<file path="config.mk">
export PLATFORM = sky130hd
export DESIGN_NAME = uart_tx_arbiter
export DESIGN_NICKNAME = d
export VERILOG_FILES = /design/src/rtl/uart_pkg.sv /design/src/rtl/rr_pick.sv /design/src/rtl/uart_tx_arbiter.sv
export SDC_FILE = /design/constraint.sdc
export NUM_CORES = 1
export LEC_CHECK = 0
export CAP_MARGIN = 5
export CORE_AREA = 2 2 91 49
export DETAILED_ROUTE_END_ITERATION = 12
export DIE_AREA = 0 0 93 51
export GPL_ROUTABILITY_DRIVEN = 0
export PLACE_DENSITY = 0.81
export REMOVE_ABC_BUFFERS = 1
export SLEW_MARGIN = 20
export SYNTH_ARGS = -nofsm -noshare
export SYNTH_HDL_FRONTEND = slang
export SYNTH_HIERARCHICAL = 1
export SYNTH_SLANG_ARGS = --single-unit
</file>
<file path="constraint.sdc">
create_clock -name clk -period 2.21 [get_ports clk]
set_input_delay 0.5525 -clock clk [delete_from_list [all_inputs] [get_ports clk]]
set_output_delay 0.5525 -clock clk [all_outputs]
set_load 0.01 [all_outputs]
</file>
<file path="src/rtl/uart_pkg.sv">
// Shared types and defaults for the uart block and its transmit-side arbiter.
package uart_pkg;

    typedef enum logic [0:0] {ARB_IDLE, ARB_BUSY} uart_arb_state_t;

    localparam int UART_ARB_MAXPKT = 16;

endpackage

</file>
<file path="src/rtl/rr_pick.sv">
// Combinational round-robin picker: first set req scanning ptr+1, ptr+2, ... mod N_.
module rr_pick #(
    parameter int N_  = 4,
    parameter int PW_ = (N_ > 1) ? $clog2(N_) : 1
) (
    input  logic [N_-1:0]  req,
    input  logic [PW_-1:0] ptr,
    output logic [N_-1:0]  pick,
    output logic           any
);

    logic [PW_-1:0] idx;

    // The entry at ptr is visited last, so the most recently served requester loses ties
    always_comb begin
        pick = '0;
        any  = 1'b0;
        idx  = '0;
        for (int k = 1; k <= N_; k++) begin
            idx = PW_'((int'(ptr) + k) % N_);
            if (!any && req[idx]) begin
                pick[idx] = 1'b1;
                any       = 1'b1;
            end
        end
    end

endmodule

</file>
<file path="src/rtl/uart_tx_arbiter.sv">
// Packet-granular round-robin sharing of the uart transmit buffer write port between N_ byte streams.
module uart_tx_arbiter
    import uart_pkg::*;
#(
    parameter int N_      = 4,
    parameter int DATA_   = 8,
    parameter int MAXPKT_ = UART_ARB_MAXPKT
) (
    input  logic                clk,
    input  logic                rst_,
    input  logic [N_-1:0]       req,
    input  logic [N_-1:0]       valid,
    input  logic [N_*DATA_-1:0] data,
    input  logic [N_-1:0]       last,
    output logic [N_-1:0]       ready,
    output logic [N_-1:0]       grant,
    output logic                tbwe,
    output logic [DATA_-1:0]    tbdin,
    input  logic                tbfull
);

    localparam int PW = $clog2(N_);
    localparam int CW = $clog2(MAXPKT_ + 1);

    uart_arb_state_t state;
    logic [PW-1:0]   owner;
    logic [PW-1:0]   ptr;
    logic [PW-1:0]   pick_idx;
    logic [CW-1:0]   cnt;
    logic [CW-1:0]   cnt_nxt;
    logic [N_-1:0]   pick;
    logic            any;
    logic            xfer;

    rr_pick #(
        .N_  (N_),
        .PW_ (PW)
    ) u_pick (
        .req  (req),
        .ptr  (ptr),
        .pick (pick),
        .any  (any)
    );

    always_comb begin
        pick_idx = '0;
        for (int i = 0; i < N_; i++) begin
            if (pick[i]) pick_idx = PW'(i);
        end
    end

    // Owner's stream is passed straight through so tbfull backpressure acts in the same cycle
    always_comb begin
        ready   = '0;
        tbwe    = 1'b0;
        tbdin   = '0;
        if (state == ARB_BUSY) begin
            ready[owner] = !tbfull;
            tbwe         = valid[owner] & !tbfull;
            tbdin        = data[int'(owner)*DATA_ +: DATA_];
        end
        xfer    = tbwe;
        cnt_nxt = cnt + CW'(1);
    end

    always_ff @(posedge clk or posedge rst_) begin
        if (rst_) begin
            state <= ARB_IDLE;
            grant <= '0;
            owner <= '0;
            ptr   <= PW'(N_ - 1);
            cnt   <= '0;
        end else begin
            case (state)
                ARB_IDLE: begin
                    if (any) begin
                        grant <= pick;
                        owner <= pick_idx;
                        cnt   <= '0;
                        state <= ARB_BUSY;
                    end
                end
                ARB_BUSY: begin
                    if (xfer) cnt <= cnt_nxt;
                    // A transfer always wins over an abort; a dropped req is only seen on an idle cycle
                    if ((xfer && (last[owner] || cnt_nxt == CW'(MAXPKT_))) ||
                        (!xfer && !req[owner])) begin
                        state <= ARB_IDLE;
                        grant <= '0;
                        ptr   <= owner;
                    end
                end
                default: state <= ARB_IDLE;
            endcase
        end
    end

endmodule

</file>
* Yosys cells after proc, flatten, opt, wreduce, memory -nomap -nowiden
Index checks and enable logic that the tools add are counted.
** Storage, ports and cells
- Memories :: 0
- Output and inout bits :: 17
- ROM bits :: 0
- Logic and storage cells :: 100
- Bits in writable memories :: 0
- Register bits after elaboration :: 14
- Bits in latches :: 0
** Cells by class
- Multiplexer cells :: 47
- Divide/modulo/power cells :: 0
- Equal/unequal tests :: 4
- Multiply operators :: 0
- Reductions and logical operators :: 22
- $lt $le $gt $ge :: 10
- Shift operators :: 1
- Add/sub/neg operators :: 5
- Bitwise operators :: 6
** Operator list (number)
- 32-bit by 6-bit variable part select with 8-bit output :: 1
- 4-bit 2-to-1 mux :: 7
- 1-bit 2-to-1 mux :: 20
- 2-bit by 3-bit < comparator with 1-bit output, second input constant :: 5
- 1-bit binary-select mux with 2-bit select :: 7
- 4-bit bitwise OR :: 3
- 1-bit demux with 2-bit select :: 5
- 2-bit by 1-bit greater-or-equal comparator with 1-bit output, second input constant :: 5
- 1-bit logical AND :: 10
- 5-bit 2-to-1 mux :: 2
- 5-bit one-hot mux with 2 select lines :: 1
- 8-bit 2-to-1 mux :: 1
- 4-bit one-hot mux with 2 select lines :: 1
- 2-bit AND reduction :: 4
- 1-bit logical NOT :: 6
- 5-bit by 1-bit adder with 5-bit output, second input constant :: 1
- 5-bit == test, second input constant :: 1
- 2-bit by 1-bit adder with 2-bit output, second input constant :: 2
- 2-bit adder, second input constant :: 2
- 4-bit AND :: 1
- 2-bit 2-to-1 mux :: 2
- 2-bit by 1-bit != test with 1-bit output, second input constant :: 2
- 1-bit logical OR :: 2
- 2-bit != test, second input constant :: 1
- other kinds (3) :: 3

* Longest topological paths before layout
Gate-level depths: netlist (run 1).
- Depth after elaboration :: 16
- Depth in mapped cells :: 10
- Depth with buffers taken out :: 9

* By module
Netlist (run 1), hierarchy kept.
** Modules (own cells, without submodules)
- uart_tx_arbiter :: instances 1, seq. area each 352.8 um^2, area each 1073.5 um^2, cells each 104
- rr_pick :: instances 1, seq. area each 0.0 um^2, area each 415.4 um^2, cells each 48

* Worst setup path after synthesis (run 1)
No wires, ideal clock.
- Path kind :: register to register
- From :: register ptr[1]
- To :: register owner[0]
- Buffers on the path :: 1
- Period minus slack after synthesis :: 2.338 ns
- Data arrival time :: 2.201 ns
- Data required time :: 2.073 ns
- Cell stages (with the launch flop) :: 10
- Path slack :: -0.128 ns
- Library setup time :: 0.137 ns
- Cells stage by stage :: dfstp_2 -> buf_6 -> inv_1 -> ha_1 -> mux2_2 -> nand4_1 -> o21ai_0 -> a221o_1 -> a21oi_1 -> o21ai_0
** On the way
- Word-level cells in the longest chain between the ends :: 16
- Elaborated cells on any way between the ends :: 53
** RTL lines
- start, declared :: line uart_tx_arbiter.sv:27 : logic [PW-1:0] ptr;
- start signal, assigned :: line uart_tx_arbiter.sv:71 : ptr <= PW'(N_ - 1);
- start signal, assigned :: line uart_tx_arbiter.sv:90 : ptr <= owner;
- branches (longest 12 deep; another with 2-bit by 3-bit < comparator with 1-bit output)
- 4-bit 2-to-1 mux (*) :: line rr_pick.sv:21 : if (!any && req[idx]) begin
- named net pick[1] :: line uart_tx_arbiter.sv:31 : logic [N_-1:0] pick;
- 1-bit 2-to-1 mux (*) :: line uart_tx_arbiter.sv:48 : if (pick[i]) pick_idx = PW'(i);
- 2-bit 2-to-1 mux (*) (2 in a row) :: line uart_tx_arbiter.sv:48
- end signal, assigned :: line uart_tx_arbiter.sv:78 : owner <= pick_idx;
- end, declared :: line uart_tx_arbiter.sv:26 : logic [PW-1:0] owner;
Mark *: on every way through the listed nets, which the timed path passes. The select of a mux whose other input is x is not followed.
A chain may end at the register's enable or synchronous reset.

* Worst setup path after layout (run 1)
- From :: input port data[10]
- To :: output port tbdin[2]
** On the way
- Word-level cells in the longest chain between the ends :: 2
** RTL lines
- start, declared :: line uart_tx_arbiter.sv:13 : input logic [N_*DATA_-1:0] data,
- 32-bit by 6-bit variable part select with 8-bit output :: line uart_tx_arbiter.sv:60 : tbdin = data[int'(owner)*DATA_ +: DATA_];
- 8-bit 2-to-1 mux :: line uart_tx_arbiter.sv:57 : if (state == ARB_BUSY) begin
- end, declared :: line uart_tx_arbiter.sv:18 : output logic [DATA_-1:0] tbdin,
No other way between the ends.

==> metrics.yaml, run 1 <==
power.density_cell_area_mw_per_mm2: 1120
synth_sequential_area_ratio_pct: 23.7
residual_overflow_from_global_routing: 0
crit_path_end: "tbdin[2]"
floorplan.initialDensity_pct: 36.5
numPlacedInstances: 291
dpl_cell_area_mm2: 0.00237
share_of_the_synthesized_area_in_compound_gates_ao_oa_aoi_oai_pct: 11.7
post-route-cell-area_mm2: 0.00245
layout_common_cells: "sky130_fd_sc_hd__dlygate4sd2_1, sky130_fd_sc_hd__buf_4, sky130_fd_sc_hd__nand2_1"
drtPass1Iterations: 4
antenna_violations_before_repair: 0
rsz0062_at_grt: "true"
skew_ns: 0.00434
num_io_pins: 64
routedWlPerCell_um: 15.4
worstSetupPathType: "input port to output port"
pin_count_of_the_biggest_net_entering_global_routing: 18
layout.area.seq_um2: 353
area_growth_pct: 64.5
layout.filler_cells: 364
grt.total_usage_pct: 19.0
cp-end-kind: "output port"
drc_errors: 0
worstMarginPinSlew_ns: 0.567
fmaxAchievable_ghz: 0.456
totalWireLength_um: 4600
slew_viol_final: 0
postRouteAntennaNets: 0
power.switching_mw: 1.10
power.static_leakage_nw: 1.16
synth_top_flop_cell: "sky130_fd_sc_hd__dfrtp_1"
layout_commonest_cell: "sky130_fd_sc_hd__dlygate4sd2_1"
crit_slowest_cell: "sky130_fd_sc_hd__mux4_2"
req_time_crit_path_ns: 1.66
htreeDepth: 1
synth_top_family_by_area: "multiplexers"
synth.yosys.warnings: 6
internal_power_mw: 1.64
first_global_vias: 1472
cts_buffer_depth: 2
synth.avg_cell_area_um2: 9.80
multi_input_comb_area_mm2: 0.00111
hold_path_class: "flop to flop"
post-route-period-util_pct: 99.2
r2r_cells: 8
route.vias.total: 1567
rows: 17
final-instance-count-excl-fill: 299
timing_hold_violations_final: 0
maxCapViolations: 0
timing.critical_path.arrival_ns: 1.64
power.share.sequential_pct: 15.6
peakVddDrop_mv: 0.495
layout_min_cycle_time_ns: 2.19
fp.dieArea_mm2: 0.00474
cts_buffers: 3
synth_async_sr_flop_share_pct: 100
grt_first_pass_wirelength_um: 7080
die_x_um: 93
synth_cells: 152
cts_sinks: 14
critical_path_peak_fanout: 1
clock_power_share_pct: 9.2
antenna-diode-count: 0
die_height_um: 51
logic_pwr_share_pct: 75.2
post_synth_fa_ha_maj_area_fraction_pct: 7.56
io_buffers: 63
synth-seq-cells: 14
reg2reg_from: "ptr[1]"
via_per_inst: 5.24
setup_viol: 0
first_drt_iteration_drcs: 84
timing.setup.tns_ns: 0
fin_util_pct: 60.0
core_area_mm2: 0.00408
synthSimpleGateAreaFrac_pct: 21.7
clk_pin_slew_ns: 0.06
post_synth_num_cell_types: 39
crit-reg2reg-capture: "owner[1]"
power_switching_share_pct: 40.2
status: "complete, no violations"
report.power.total_mw: 2.74
finish.net_count: 299
startpoint_type_of_the_worst_setup_path: "input port"
detailedPlacementHpwl_um: 3510
slew_headroom_pct: 62.2
synth-edff-count: 0
max_stage_delay_ns: 0.44
synth-xor-area-share_pct: 0.588
cells_traversed_along_the_worst_timing_path: "clkdlybuf4s50_1 -> mux4_2 -> and2_4 -> buf_6"
clock-root-buffer: "sky130_fd_sc_hd__clkbuf_8"
muxShareOfSynthArea_pct: 29.2
worst_reg2reg_setup_slack_ns: 0.03
final_layout_size_suffix_gt1_share_pct: 33.1
netlist_area_mm2: 0.00149
startpoint: "data[10]"
worstSkewPairLatency_ns: 0.24
cts_tree: "done"
critical path, delay by kind of cell:
kind	cells	cell delay, ns
buffers and inverters	2	0.50
muxes	1	0.44
and+or+nand+nor	1	0.15
Yosys cell counts, drive strengths merged (2+ instances only):
library cell  instances  share of area (%)
a21oi                 2               0.67
a221o                 4                2.7
and2                  8                3.4
buf                   3                1.8
clkbuf                5                1.3
dfrtp                12                 20
dfstp                 2                3.5
ha                    9                7.6
inv                  10                2.5
mux2                  5                4.3
mux2i                10                6.7
mux4                 11                 18
nand2                21                5.3
nand2b                5                2.1
nand3                 7                2.7
nand3b                2                1.0
nand4                 2               0.84
nor2                  5                1.3
nor2b                 2               0.84
nor3                  2               0.67
nor3b                 2                1.0
o211ai                2                1.0
o21ai                 9                3.0
layout make-up:
| cell class | count | area share (%) |
|---|---|---|
| clock buffer | 4 | 2.25 |
| inverter | 10 | 1.53 |
| multi-input combinational | 120 | 45.3 |
| sequential | 14 | 14.4 |
| tap | 57 | 2.91 |
| timing repair buffer | 94 | 33.6 |
power by group through the flow:
| stage | sequential, mW | clock [mW] | combinational [mW] |
|---|---|---|---|
| detailed placement | 0.424 | 0 | 1.91 |
| CTS | 0.422 | 0.256 | 1.89 |
| finish | 0.428 | 0.251 | 2.06 |
| global route | 0.442 | 0.269 | 2.22 |
| floorplan | 0.528 | 0 | 0.941 |
| global placement | 0.421 | 0 | 1.86 |
repair_timing:
action                     CTS  global route
buffers inserted             1             3
resized for setup           92            23
cloned                       0             0
setup endpoints to repair   19            15
hold buffers                 0             0
pin swaps                   10             7
layer usage:
metal	vias up	wire [µm]	track usage, %
met5	-	0	0
met4	0	44	2.94
met3	6	425	6.64
met2	71	2110	32.4
met1	754	2020	23.9
li1	736	-	-
through the flow:
| step | worst slack [ns] | hold slack (ns) |
|---|---|---|
| 6_report | 0.0187 | 0.539 |
| 5_1_grt | -0.0408 | 0.568 |
| 2_1_floorplan | -0.152 | 0.440 |
| 3_5_place_dp | -0.485 | 0.520 |
| 4_1_cts | 0.00474 | 0.541 |
| 3_3_place_gp | -0.403 | 0.521 |
worst min-delay path by stage:
stage	start	end	slack [ns]	cells after the start
3_3_place_gp	grant[3]	grant[3]	0.52	2
5_1_grt	grant[1]	grant[1]	0.57	2
2_1_floorplan	rst_	cnt[0]	0.44	1
3_5_place_dp	grant[1]	grant[1]	0.52	2
6_report	grant[3]	grant[3]	0.54	2
4_1_cts	grant[3]	grant[3]	0.54	2
sequential cells by signal (all words and copies together), names as in the netlist:
signal / flops
cnt: 5
grant: 4
owner: 2
ptr: 2
state: 1
cell families (layout without fill, tap and decap cells):
| family | after synthesis | after routing |
|---|---|---|
| compound gates | 23 | 23 |
| fa+ha+maj | 9 | 9 |
| xor+xnor | 1 | 1 |
| buf+inv | 18 | 108 |
| flops | 14 | 14 |
| mux | 26 | 26 |
| simple gates | 61 | 61 |
Note: power is estimated with default switching activity, not from simulation.
==> run 2, diff against run 1 <==
Settings changed: CORE_AREA 2 2 91 49 to 2 2 62 64, DIE_AREA 0 0 93 51 to 0 0 64 66, PLACE_DENSITY 0.81 to 0.85.
Clock period 2.21 ns to 2.5 ns, I/O delays scaled along.
==> metrics.yaml, run 2 (same netlist as run 1, synthesis figures left out) <==
status: "complete, no violations"
drtPass1Iterations: 4  # unchanged
antenna_violations_before_repair: 0  # unchanged
worst_reg2reg_setup_slack_ns: 0.18  # +0.15 ns
fin_worst_hold_slack_ns: 0.532  # -0.00675 ns
report.power.total_mw: 1.99  # -27%
hold_path_class: "flop to flop"
die_x_um: 64  # -31%
drc_errors: 0  # unchanged
cts_hold_buf: 0  # unchanged
cts_buffers: 3  # unchanged
cp-end-kind: "output port"
slew_viol_final: 0  # unchanged
startpoint: "data[0]"
final_layout_size_suffix_gt1_share_pct: 20.0  # -13 points
worstSkewPairLatency_ns: 0.28  # +0.04 ns
slew_headroom_pct: 65.5  # +3.4 points
grt.total_usage_pct: 18.4  # -0.56 points
clock-root-buffer: "sky130_fd_sc_hd__clkbuf_4"
timing.setup.tns_ns: 0  # unchanged
skew_ns: 0.00143  # -0.00291 ns
area_growth_pct: 53.3
routedWlPerCell_um: 13.2  # -14%
worstMarginPinSlew_ns: 0.516  # -0.0507 ns
timing.critical_path.arrival_ns: 1.81  # +0.17 ns
power.static_leakage_nw: 1.01  # -13%
fp.dieArea_mm2: 0.00422  # -11%
totalWireLength_um: 3660  # -20%
maxCapViolations: 0  # unchanged
fin_util_pct: 64.3  # +4.3 points
peakVddDrop_mv: 0.449  # -9.3%
fmaxAchievable_ghz: 0.411
io_buffers: 63  # unchanged
largest_register_ffs: 5  # unchanged
layout_min_cycle_time_ns: 2.43
setup_viol: 0  # unchanged
floorplan.initialDensity_pct: 41.9  # +5.5 points
route.vias.total: 1435  # -8.4%
post-route-period-util_pct: 97.2
crit-reg2reg-capture: "owner[0]"
rows: 22  # +5
cts_tree: "done"
r2r_cells: 9  # +1
rsz0062_at_grt: "false"
power.density_cell_area_mw_per_mm2: 873  # -22%
die_height_um: 66  # +29%
crit_path_end: "tbdin[0]"
layout.filler_cells: 287  # -21%
layout_commonest_cell: "sky130_fd_sc_hd__clkdlybuf4s50_1"
core_area_mm2: 0.00355  # -13%
grt_first_pass_wirelength_um: 6240  # -12%
min_path_cells: 2  # unchanged
largest-register: "cnt"
pin_count_of_the_biggest_net_entering_global_routing: 19  # +1
cts_sinks: 14  # unchanged
htreeDepth: 1  # unchanged
via_per_inst: 5.16  # -1.5%
critical_path_peak_fanout: 1  # unchanged
detailedPlacementHpwl_um: 2970  # -16%
layout_common_cells: "sky130_fd_sc_hd__clkdlybuf4s50_1, sky130_fd_sc_hd__nand2_1, sky130_fd_sc_hd__buf_4"
req_time_crit_path_ns: 1.88  # +0.22 ns
finish.net_count: 287  # -4.0%
biggest_regs: "cnt x5, grant x4"
worstSetupPathType: "input port to output port"
first_drt_iteration_drcs: 70  # -17%
clk_pin_slew_ns: 0.08  # +0.02 ns
startpoint_type_of_the_worst_setup_path: "input port"
reg2reg_from: "ptr[1]"
antenna-diode-count: 0  # unchanged
num_io_pins: 64  # unchanged
cts_buffer_depth: 2  # unchanged
timing_hold_violations_final: 0  # unchanged
first_global_vias: 1354  # -8.0%
postRouteAntennaNets: 0  # unchanged
residual_overflow_from_global_routing: 0  # unchanged
-- run 2: final cells by class --
cell class	instances	area [µm²]	share of cell area, %
tap	48	60.1	2.63
multi-input combinational	120	1050	46.2
sequential	14	353	15.5
inverter	10	37.5	1.64
clock buffer	4	36.3	1.59
timing repair buffer	82	741	32.5
-- run 2: where the power goes --
part           switching, mW  internal, mW  total, mW
clock network         0.0730        0.0886      0.162
registers             0.0818         0.309      0.391
logic                  0.661         0.779       1.44
total                  0.816          1.18       1.99
-- run 2: timing repair --
item	4_1_cts	5_1_grt
setup endpoints to repair	13	8
buffers inserted	2	0
resized for setup	32	5
pin swaps	1	1
-- run 2: critical path, stage by stage --
cell	delay [ns]
sky130_fd_sc_hd__clkdlybuf4s50_1	0.41
sky130_fd_sc_hd__mux4_1	0.48
sky130_fd_sc_hd__and2_1	0.16
sky130_fd_sc_hd__buf_2	0.14
-- run 2: metrics by stage --
| stage | instances | area, µm² | setup slack [ns] |
|---|---|---|---|
| 2_1_floorplan | 144 | 1440 | 0.0659 |
| 3_5_place_dp | 272 | 2270 | -0.282 |
| 3_3_place_gp | 272 | 2270 | -0.256 |
| 4_1_cts | 278 | 2300 | 0.00787 |
| 6_report | 278 | 2280 | 0.0688 |
| 5_1_grt | 278 | 2280 | 0.00580 |
-- run 2: worst min-delay path by stage --
| stage | to | start | slack [ns] |
|---|---|---|---|
| finish | grant[1] | grant[1] | 0.53 |
| global placement | grant[1] | grant[1] | 0.52 |
| detailed placement | grant[0] | grant[0] | 0.52 |
| CTS | grant[0] | grant[0] | 0.54 |
| global route | grant[2] | grant[2] | 0.58 |
| floorplan | cnt[0] | rst_ | 0.51 |
-- run 2: per-layer routing --
metal  wire length, µm  track usage [%]
met5                 0                0
met1              1570             21.3
met2              1960             36.1
met3               116             2.90
met4                15             2.45
